--- config.mk ---
export PLATFORM = sky130hd
export DESIGN_NAME = sync_event_det
export DESIGN_NICKNAME = d
export VERILOG_FILES = /design/src/rtl/sync_event_det.sv
export SDC_FILE = /design/constraint.sdc
export NUM_CORES = 1
export LEC_CHECK = 0
export BUFFER_PORTS_ARGS = -buffer_cell sky130_fd_sc_hd__buf_2
export CAP_MARGIN = 20
export CORE_ASPECT_RATIO = 0.9
export CORE_MARGIN = 2
export CORE_UTILIZATION = 39
export CTS_CLUSTER_SIZE = 14
export DETAILED_ROUTE_END_ITERATION = 8
export SYNTH_ARGS = -nofsm -noshare
export SYNTH_HDL_FRONTEND = slang
export SYNTH_SLANG_ARGS = --single-unit
--- constraint.sdc ---
create_clock -name clk -period 5.39 [get_ports clk]
set_clock_uncertainty 0.2 [all_clocks]
set_input_delay 1.078 -clock clk [delete_from_list [all_inputs] [get_ports clk]]
set_output_delay 1.078 -clock clk [all_outputs]
set_load 0.005 [all_outputs]
--- src/rtl/sync_event_det.sv ---
// Multi-channel async event receiver: per-channel synchronizer, stability filter,
// mode-qualified edge detector, sticky pending/overflow flags and a combined irq.
module sync_event_det #(
  parameter int CH          = 4,
  parameter int SYNC_STAGES = 2,
  parameter int FILT_W      = 4
) (
  input  logic                clk,
  input  logic                rst,
  input  logic [CH-1:0]       async_in,
  input  logic [2*CH-1:0]     mode,
  input  logic [FILT_W-1:0]   filt_len,
  input  logic [CH-1:0]       clr,
  output logic [CH-1:0]       level_out,
  output logic [CH-1:0]       pulse_out,
  output logic [CH-1:0]       pend_out,
  output logic [CH-1:0]       ovf_out,
  output logic                irq
);

  logic [CH-1:0]     sync_q [SYNC_STAGES];
  logic [CH-1:0]     sync_d [SYNC_STAGES];
  logic [FILT_W-1:0] cnt_q  [CH];
  logic [FILT_W-1:0] cnt_d  [CH];
  logic [CH-1:0]     lvl_q, lvl_d;
  logic [CH-1:0]     pulse_q, pulse_d;
  logic [CH-1:0]     pend_q, pend_d;
  logic [CH-1:0]     ovf_q, ovf_d;
  logic [CH-1:0]     s;
  logic [CH-1:0]     accept;
  logic [CH-1:0]     qual;

  // First stage samples the raw input directly; nothing combinational ahead of it.
  always_comb begin
    sync_d[0] = async_in;
    for (int k = 1; k < SYNC_STAGES; k++) begin
      sync_d[k] = sync_q[k-1];
    end
  end

  assign s = sync_q[SYNC_STAGES-1];

  always_comb begin
    lvl_d   = lvl_q;
    pulse_d = '0;
    pend_d  = pend_q & ~clr;
    ovf_d   = ovf_q & ~clr;
    accept  = '0;
    qual    = '0;
    for (int i = 0; i < CH; i++) begin
      cnt_d[i] = cnt_q[i];
      if (s[i] == lvl_q[i]) begin
        cnt_d[i] = '0;
      end else if (cnt_q[i] >= filt_len) begin
        accept[i] = 1'b1;
        lvl_d[i]  = s[i];
        cnt_d[i]  = '0;
      end else begin
        cnt_d[i] = cnt_q[i] + FILT_W'(1);
      end
      // mode bit 0 enables rising edges, bit 1 enables falling edges
      qual[i] = accept[i] & ((s[i] & mode[2*i]) | (~s[i] & mode[2*i+1]));
      if (qual[i]) begin
        pulse_d[i] = 1'b1;
        pend_d[i]  = 1'b1;
        if (pend_q[i]) begin
          ovf_d[i] = 1'b1;
        end
      end
    end
  end

  always_ff @(posedge clk or posedge rst) begin
    if (rst) begin
      for (int k = 0; k < SYNC_STAGES; k++) begin
        sync_q[k] <= '0;
      end
      for (int i = 0; i < CH; i++) begin
        cnt_q[i] <= '0;
      end
      lvl_q   <= '0;
      pulse_q <= '0;
      pend_q  <= '0;
      ovf_q   <= '0;
    end else begin
      for (int k = 0; k < SYNC_STAGES; k++) begin
        sync_q[k] <= sync_d[k];
      end
      for (int i = 0; i < CH; i++) begin
        cnt_q[i] <= cnt_d[i];
      end
      lvl_q   <= lvl_d;
      pulse_q <= pulse_d;
      pend_q  <= pend_d;
      ovf_q   <= ovf_d;
    end
  end

  assign level_out = lvl_q;
  assign pulse_out = pulse_q;
  assign pend_out  = pend_q;
  assign ovf_out   = ovf_q;
  assign irq       = |pend_q;

endmodule
==> results of run 1 <==
-- cell families (layout without fill, tap and decap cells) --
kind of cell	after synthesis	after routing
xor+xnor	12	12
simple gates	45	45
compound gates	32	32
buf+inv	20	66
fa+ha+maj	20	20
flops	40	40
-- cell usage after synthesis --
library cell / number / area [sq um]
nand2b_4: 4 / 55.1
nand2_1: 4 / 15.0
o21a_1: 4 / 30.0
a2111oi_4: 4 / 110
and3_1: 4 / 25.0
nor2_1: 24 / 90.1
o21ai_0: 8 / 40.0
inv_1: 20 / 75.1
o32ai_1: 4 / 35.0
o21ai_1: 4 / 20.0
o22ai_1: 4 / 25.0
xor2_1: 8 / 70.1
dfrtp_1: 40 / 1000
or2_4: 4 / 35.0
ha_1: 20 / 250
nand3_1: 4 / 20.0
nand4_1: 1 / 6.26
xnor2_1: 4 / 35.0
a31oi_1: 4 / 25.0
-- layer usage --
metal  vias up  part of all wire  GRT usage
met5         -                 0          0
met4         0             0.015     0.0526
met3         5             0.045     0.0365
met2        27              0.44      0.200
met1       608              0.50      0.194
li1        669                 -          -
-- layout make-up --
cell class / count / area (sq um)
sequential: 40 / 1000
fill: 448 / 2500
tap: 65 / 81.3
clock buffer: 7 / 96.3
timing repair buffer: 39 / 198
inverter: 20 / 75.1
multi-input combinational: 109 / 887
-- worst paths after layout --
| path | end | depth (start not counted) |
|---|---|---|
| worst min register to register | s[2] | 0 |
| worst min-delay path | s[2] | 0 |
| worst max-delay path | ovf_out[3] | 6 |
| max in group asynchronous | sync_d[0] | 3 |
| min in group asynchronous | pulse_out[1] | 3 |
| worst max register to register | ovf_out[3] | 6 |
-- registers in the layout (all words and copies together) (netlist names) --
name / flops
cnt_q: 16
level_out: 4
ovf_out: 4
pend_out: 4
pulse_out: 4
s: 4
sync_d: 4
-- critical path: stages --
cell and delay, ns:
buf_2 0.13, ha_1 0.28, nand2b_4 0.14, a2111oi_4 0.40, or2_4 0.21, o32ai_1 0.09
-- stage by stage --
stage          hold WS [ns]   util  cell area [sq um]  setup WS [ns]
6_report              0.150  0.484               2340           3.02
5_1_grt               0.160  0.484               2340           2.93
4_1_cts               0.152  0.484               2340           3.03
3_5_place_dp          0.135  0.464               2240           2.72
3_3_place_gp          0.133  0.464               2240           2.72
2_1_floorplan         0.131      -               1960           2.96
-- power groups by stage --
stage,Sequential (uW),Combinational [uW],Clock (uW)
2_1_floorplan,404,233,0
6_report,407,303,207
5_1_grt,418,351,227
4_1_cts,408,310,217
3_3_place_gp,413,304,0
3_5_place_dp,413,308,0
==> impl_metrics.ini, run 1 <==
[outcome]
run_status = finished, final reports clean

[yosys]
yosys_warnings = 0
synthAdderAreaFrac = 0.127
syn_inst = 169
syn_area_sq_mm = 0.00196
synth_area_per_cell_sq_um = 11.6
synth_cell_types = 19
yosys.area_share.simple = 0.126
muxShareOfSynthArea = 0
syn_nets = 211
synth_top_family_by_area = compound AO/OA/AOI/OAI gates
synth-xor-area-share = 0.0535
yosysSeqAreaShare = 0.510
synth_compound_area_frac = 0.145
yosys_register_bits = 40

[flow_run]
maxCapViolations = 0

[placed_design]
place_congestion = 0.695
dp_hpwl_um = 2480
portBuffers = 38
dp_cells = 273

[clock_network]
post_cts_buffers = 0
cts_max_path_buffers = 2
ctsHoldBuffers = 0
cts_tree = yes
root_buffer = clkbuf_8
cts_buffers = 5
path_clk_slew_ns = 0.07
cts_resized = 0
cts_num_sinks = 40
clk_latency_ns = 0.28
htreeDepth = 2

[drt]
ant_nets = 0
vias = 1309
dr.first_iter.drc_count = 54
dr.pass1.iters = 3
wl_um = 3260
drc = 0
via_per_inst = 4.68
avgRoutedWirePerCell_um = 11.7

[sta]
timing.final.crit_period_ns = 2.37
fmax_mhz = 422
worstMarginPinSlew_ns = 0.506
relSlewSlack = 0.662
hold_viol_final = 0
rsz0062_at_grt = false
setup_viol = 0
tns_ns = 0
period_share = 0.440
finalMaxSlewViolations = 0

[pwr]
p_clk_frac = 0.225
p_switching_uw = 289
p_int_uw = 628
pwr-share-comb = 0.331
p_leak_uw = 0.00120
total_power_uw = 917
vdd_drop_max_uv = 203
switching_share = 0.315
power_density_mw_per_mm2 = 392
p_seq_frac = 0.444

[floorplanning]
rows = 24
die_x_um = 78.8
start_util = 0.406
ios = 39
core-area_sq_mm = 0.00483
dieHeight_um = 71.3
die_area_sq_mm = 0.00562

[global_routing]
grt_start_max_net_pins = 41
grt_pass1_vias = 1358
grt_pass1_wl_um = 6000
antenna_found_initial = 0
grtUsageTotal = 0.136
overflow = 0

[setup_path]
start_kind = input port
crit_arrival_ns = 2.33
r2r-start = cnt_q[0]
regToRegSetupSlack_ns = 3.50
crit_type = input port to register
startpoint = filt_len[0]
worstSetupEndpointType = register
critical_path_required_ns = 5.35
path_max_fanout = 5

[finish]
syn_to_final_growth_pct = 19.1
fin_cells = 280
layout_commonest_cell = dfrtp_1
fin_nets = 257
final_cell_mix = 40 x dfrtp_1, 38 x buf_2, 24 x nor2_1, 20 x inv_1, 20 x ha_1
antenna-diode-count = 0
final_layout_size_suffix_gt1_frac = 0.270

[hold_path]
hold_class = register to register
min_from = sync_d[2]
Note: power is estimated with default switching activity, not from simulation.
==> run 2: changes to the inputs <==
Settings changed: ABC_AREA set to 1.
Clock period 5.39 ns to 2.2 ns, I/O delays scaled along.
==> run 2 against run 1 <==
  * Die area rose by 2.6%
  * Critical path depth fell by 3
  * Count of clock-buffer cells in the layout did not move
  * Combinational power rose by 140%
  * Critical path type is now register to output port
  * Largest cell class unchanged
==> impl_metrics.ini, run 2 <==
[yosys]
synthArstFlopShare = 1.00
synth.top_cell.area_share = 0.496
ys.flop_type = dfrtp_1
yosys_register_bits = 40
ys_top_cells_by_area = dfrtp_1 50%, ha_1 12%, nand2_1 9.1%
yosys.area.top_type = dfrtp_1
synth_edf_count = 0
syn_area_sq_mm = 0.00202
synth_cell_types = 21
syn_inst = 214
yosysSeqAreaShare = 0.496
yosys_warnings = 0
synth_common_cells = 49 x nand2_1, 40 x dfrtp_1, 40 x inv_1, 20 x ha_1, 12 x nor3_1
synth_area_per_cell_sq_um = 9.42
syn_nets = 256
yosysMostFrequentCell = nand2_1

[floorplanning]
ios = 39
dieHeight_um = 72.2
die_x_um = 79.8
start_util = 0.410
die_area_sq_mm = 0.00576
rows = 24
core-area_sq_mm = 0.00492

[drt]
drt-met1-wl_um = 1850
dr.first_iter.drc_count = 59
dr_wl_met3_um = 168
top_layer_used = met4
wl_um = 3490
ant_nets = 0
avgRoutedWirePerCell_um = 10.7
drc = 0
dr_wl_met2_um = 1430
dr.pass1.iters = 4
vias = 1465
via_per_inst = 4.51

[sta]
finalMaxSlewViolations = 0
hold_viol_final = 0
setup_viol = 0
period_share = 0.748
relSlewSlack = 0.671
timing.final.crit_period_ns = 1.64
holdWs_ns = 0.0601
worstMarginPinSlew_ns = 0.494
rsz0062_at_grt = false
fmax_mhz = 608
tns_ns = 0

[clock_network]
post_cts_buffers = 0
path_clk_slew_ns = 0.07
cts_max_path_buffers = 2
cts_buffers = 5
cts_num_sinks = 40
root_buffer = clkbuf_8
cts_resized = 0
cts_tree = yes
htreeDepth = 2
clk_latency_ns = 0.28
ctsHoldBuffers = 0

[global_routing]
antenna_found_initial = 0
grt_pass1_vias = 1382
overflow = 0
grt_start_max_net_pins = 41
grt_pass1_wl_um = 6200
grtUsageTotal = 0.139

[pwr]
vdd_drop_max_uv = 478
p_clk_frac = 0.225
p_seq_frac = 0.456
power_density_mw_per_mm2 = 956
pwr-share-comb = 0.319
p_switching_uw = 797
p_leak_uw = 0.00135
p_int_uw = 1490
switching_share = 0.349

[outcome]
run_status = finished, final reports clean

[finish]
layout_commonest_cell = nand2_1
largest_reg_flops = 16
syn_to_final_growth_pct = 18.6
final_layout_size_suffix_gt1_frac = 0.231
largest_register = cnt_q
antenna-diode-count = 0
n_fill_cell = 490
fin_nets = 302
final_cell_mix = 49 x nand2_1, 40 x inv_1, 40 x dfrtp_1, 38 x buf_2, 20 x ha_1

[placed_design]
place_congestion = 0.700
dp_hpwl_um = 2670
portBuffers = 38

[setup_path]
crit_type = register to output port
crit_arrival_ns = 1.00
worstSetupEndpointType = output port
critical_path_required_ns = 1.56
path_max_fanout = 3
start_kind = register

[hold_path]
hold_class = input port to register

[flow_run]
maxCapViolations = 0
## run 2: power groups by stage
stage	clock network [uW]	registers [uW]	logic, uW
floorplan	0	1030	523
global placement	0	1060	731
detailed placement	0	1060	740
CTS	532	1050	743
global route	560	1070	860
finish	513	1040	729
## run 2: worst max-delay path: stages (launching register included)
cell	delay, ns
dfrtp_1	0.40
inv_1	0.10
nand4_1	0.09
buf_2	0.13
## run 2: path summary, 6_finish.rpt
kind                        startpoint          end  slack, ns  cells past startpoint
setup / recovery           pend_out[3]          irq       0.56                      3
hold / removal             async_in[2]    sync_d[2]       0.06                      1
setup reg to reg              cnt_q[3]  pend_out[3]       0.61                      5
hold reg to reg              sync_d[0]         s[0]       0.15                      0
max in group asynchronous          rst         s[3]       1.39                      3
min in group asynchronous          rst  pend_out[2]       0.07                      3
## run 2: final cells by class
type	instances	area [sq um]	area share
Multi-Input combinational cell	132	858	0.359
Tap cell	65	81.3	0.0340
Sequential cell	40	1000	0.418
Timing Repair Buffer	39	198	0.0826
Clock buffer	7	96.3	0.0403
Inverter	42	158	0.0659
## run 2: per-stage QoR
step	util	setup slack, ns	area (sq um)	cells	power [uW]
3_5_place_dp	0.466	0.357	2300	318	1800
2_1_floorplan	-	0.616	2020	214	1560
3_3_place_gp	0.466	0.393	2300	318	1790
5_1_grt	0.486	0.452	2390	325	2490
6_report	0.486	0.555	2390	325	2290
4_1_cts	0.486	0.518	2390	325	2320
## run 2: cells by family (layout without fill, tap and decap cells)
| group | after synthesis | after routing | share of synthesized area |
|---|---|---|---|
| xor gates and xnor gates | 7 | 7 | 0.0304 |
| and+or+nand+nor | 86 | 86 | 0.211 |
| adders and majority gates | 20 | 20 | 0.124 |
| buffers and inverters | 42 | 88 | 0.0782 |
| DFF | 40 | 40 | 0.496 |
| AOI/OAI and AO/OA | 19 | 19 | 0.0602 |
## run 2: metal layers
layer | GRT usage | up-vias
met5 | 0 | -
met4 | 0.0508 | 0
met3 | 0.0398 | 5
met2 | 0.206 | 34
met1 | 0.194 | 648
li1 | - | 778
==> run 3: changes to the inputs <==
Clock period 2.2 ns to 1.6 ns, I/O delays scaled along.
==> run 3 against run 2 <==
  * Setup slack got worse by 0.51 ns
  * Non-clock buffer count rose by 17
  * Final cell count rose by 5.5%
  * Register-to-register slack got worse by 0.56 ns
  * Critical path depth rose by 4
  * Routed wire length rose by 7.5%
  * Sequential power rose by 34%
  * Global-route usage rose by 0.91 points
  * Critical endpoint is now pend_out[0]
  * Sequential share of layout area fell by 3.9 points
  * Utilization rose by 5.0 points
==> impl_metrics.ini, run 3 (synthesis results as in run 2) <==
[outcome]
run_status = finished, final reports clean

[floorplanning]
die_x_um = 79.8
start_util = 0.410
ios = 39
rows = 24
dieHeight_um = 72.2
core-area_sq_mm = 0.00492
die_area_sq_mm = 0.00576

[setup_path]
worstSetupEndpointType = register
path_max_fanout = 8
crit_type = register to register
critical_path_required_ns = 1.57
crit_arrival_ns = 1.52
start_kind = register

[sta]
timing.final.crit_period_ns = 1.55
layout_setup_ws_ns = 0.0502
holdWs_ns = 0.0122
setup_viol = 0
finalMaxSlewViolations = 0
tns_ns = 0
relSlewSlack = 0.740
hold_viol_final = 0
worstMarginPinSlew_ns = 0.387
period_share = 0.969
fmax_mhz = 645

[pwr]
power_density_mw_per_mm2 = 1270
vdd_drop_max_uv = 585
total_power_uw = 3340
p_leak_uw = 0.00145

[clock_network]
path_clk_slew_ns = 0.07
root_buffer = clkbuf_8
cts_tree = yes
htreeDepth = 2
cts_max_path_buffers = 2
cts_buffers = 5
cts_num_sinks = 40
clk_latency_ns = 0.28

[finish]
final_layout_size_suffix_gt1_frac = 0.295
largest_register = cnt_q
antenna-diode-count = 0
largest_reg_flops = 16
fin_nets = 319
final_cell_mix = 46 x nand2_1, 40 x dfrtp_1, 39 x inv_1, 38 x buf_2, 16 x ha_1
layout_commonest_cell = nand2_1
syn_to_final_growth_pct = 30.7
utilization = 0.535

[drt]
dr.first_iter.drc_count = 63
ant_nets = 0
via_per_inst = 4.49
dr.pass1.iters = 6
drc = 0
vias = 1540
wl_um = 3750
avgRoutedWirePerCell_um = 10.9

[placed_design]
portBuffers = 38
place_congestion = 0.751
dp_slack_ns = -0.132
dp_hpwl_um = 2820

[global_routing]
antenna_found_initial = 0
grtUsageTotal = 0.148
grt_pass1_vias = 1483
grt_pass1_wl_um = 6700
overflow = 0
grt_start_max_net_pins = 41

[hold_path]
hold_class = input port to register

[flow_run]
maxCapViolations = 0
==> run 3: cell count changes in the layout (fill, tap and decap cells not counted), sizes merged <==
cell	previous run	this run
dlygate4sd3	0	5
buf	39	51
clkbuf	7	8
==> run 3: repair_timing <==
item	CTS	global route
setup endpoints to repair	0	29
hold buffers	5	0
gates resized for setup	0	15
setup buffers	0	4
hold endpoints to repair	44	0
==> run 3: area by class of cell <==
class	count	area [sq um]
fillers	472	2290
inverters	42	158
well taps	65	81.3
repair buffers	56	350
clock buffers	8	90.1
multi-input cells	132	956
flip-flops and latches	40	1000
==> run 3: path summary, 6_finish.rpt <==
check                      slack [ns]           end  cells past startpoint       from
min                              0.01   pend_out[1]                      2     clr[1]
max                              0.05   pend_out[0]                      7  cnt_q[13]
min reg2reg                      0.15          s[0]                      0  sync_d[0]
max reg2reg                      0.05   pend_out[0]                      7  cnt_q[13]
min in group asynchronous        0.42  pulse_out[2]                      4        rst
max in group asynchronous        0.59     cnt_q[12]                      4        rst
==> run 3: metal layers <==
metal  track usage  part of all wire
met4        0.0565             0.016
met2         0.217              0.43
met5             0                 0
met1         0.210              0.50
met3        0.0398             0.052
==> run 3: power by group <==
part           internal, uW  switching [uW]
clock network           351             319
logic                   601             682
registers              1220             171
total                  2170            1170
==> run 3: critical path: stages (launching register included) <==
cell	delay (ns)
dfrtp_1	0.40
ha_1	0.30
nand2_1	0.08
nand2_1	0.05
nand2_1	0.10
nand3_4	0.13
nand2_1	0.10
o21ai_1	0.07
==> run 3: metrics by stage <==
stage	cell area (sq um)	cells
floorplan	2020	214
global placement	2370	326
detailed placement	2370	326
CTS	2510	339
global route	2640	343
finish	2640	343
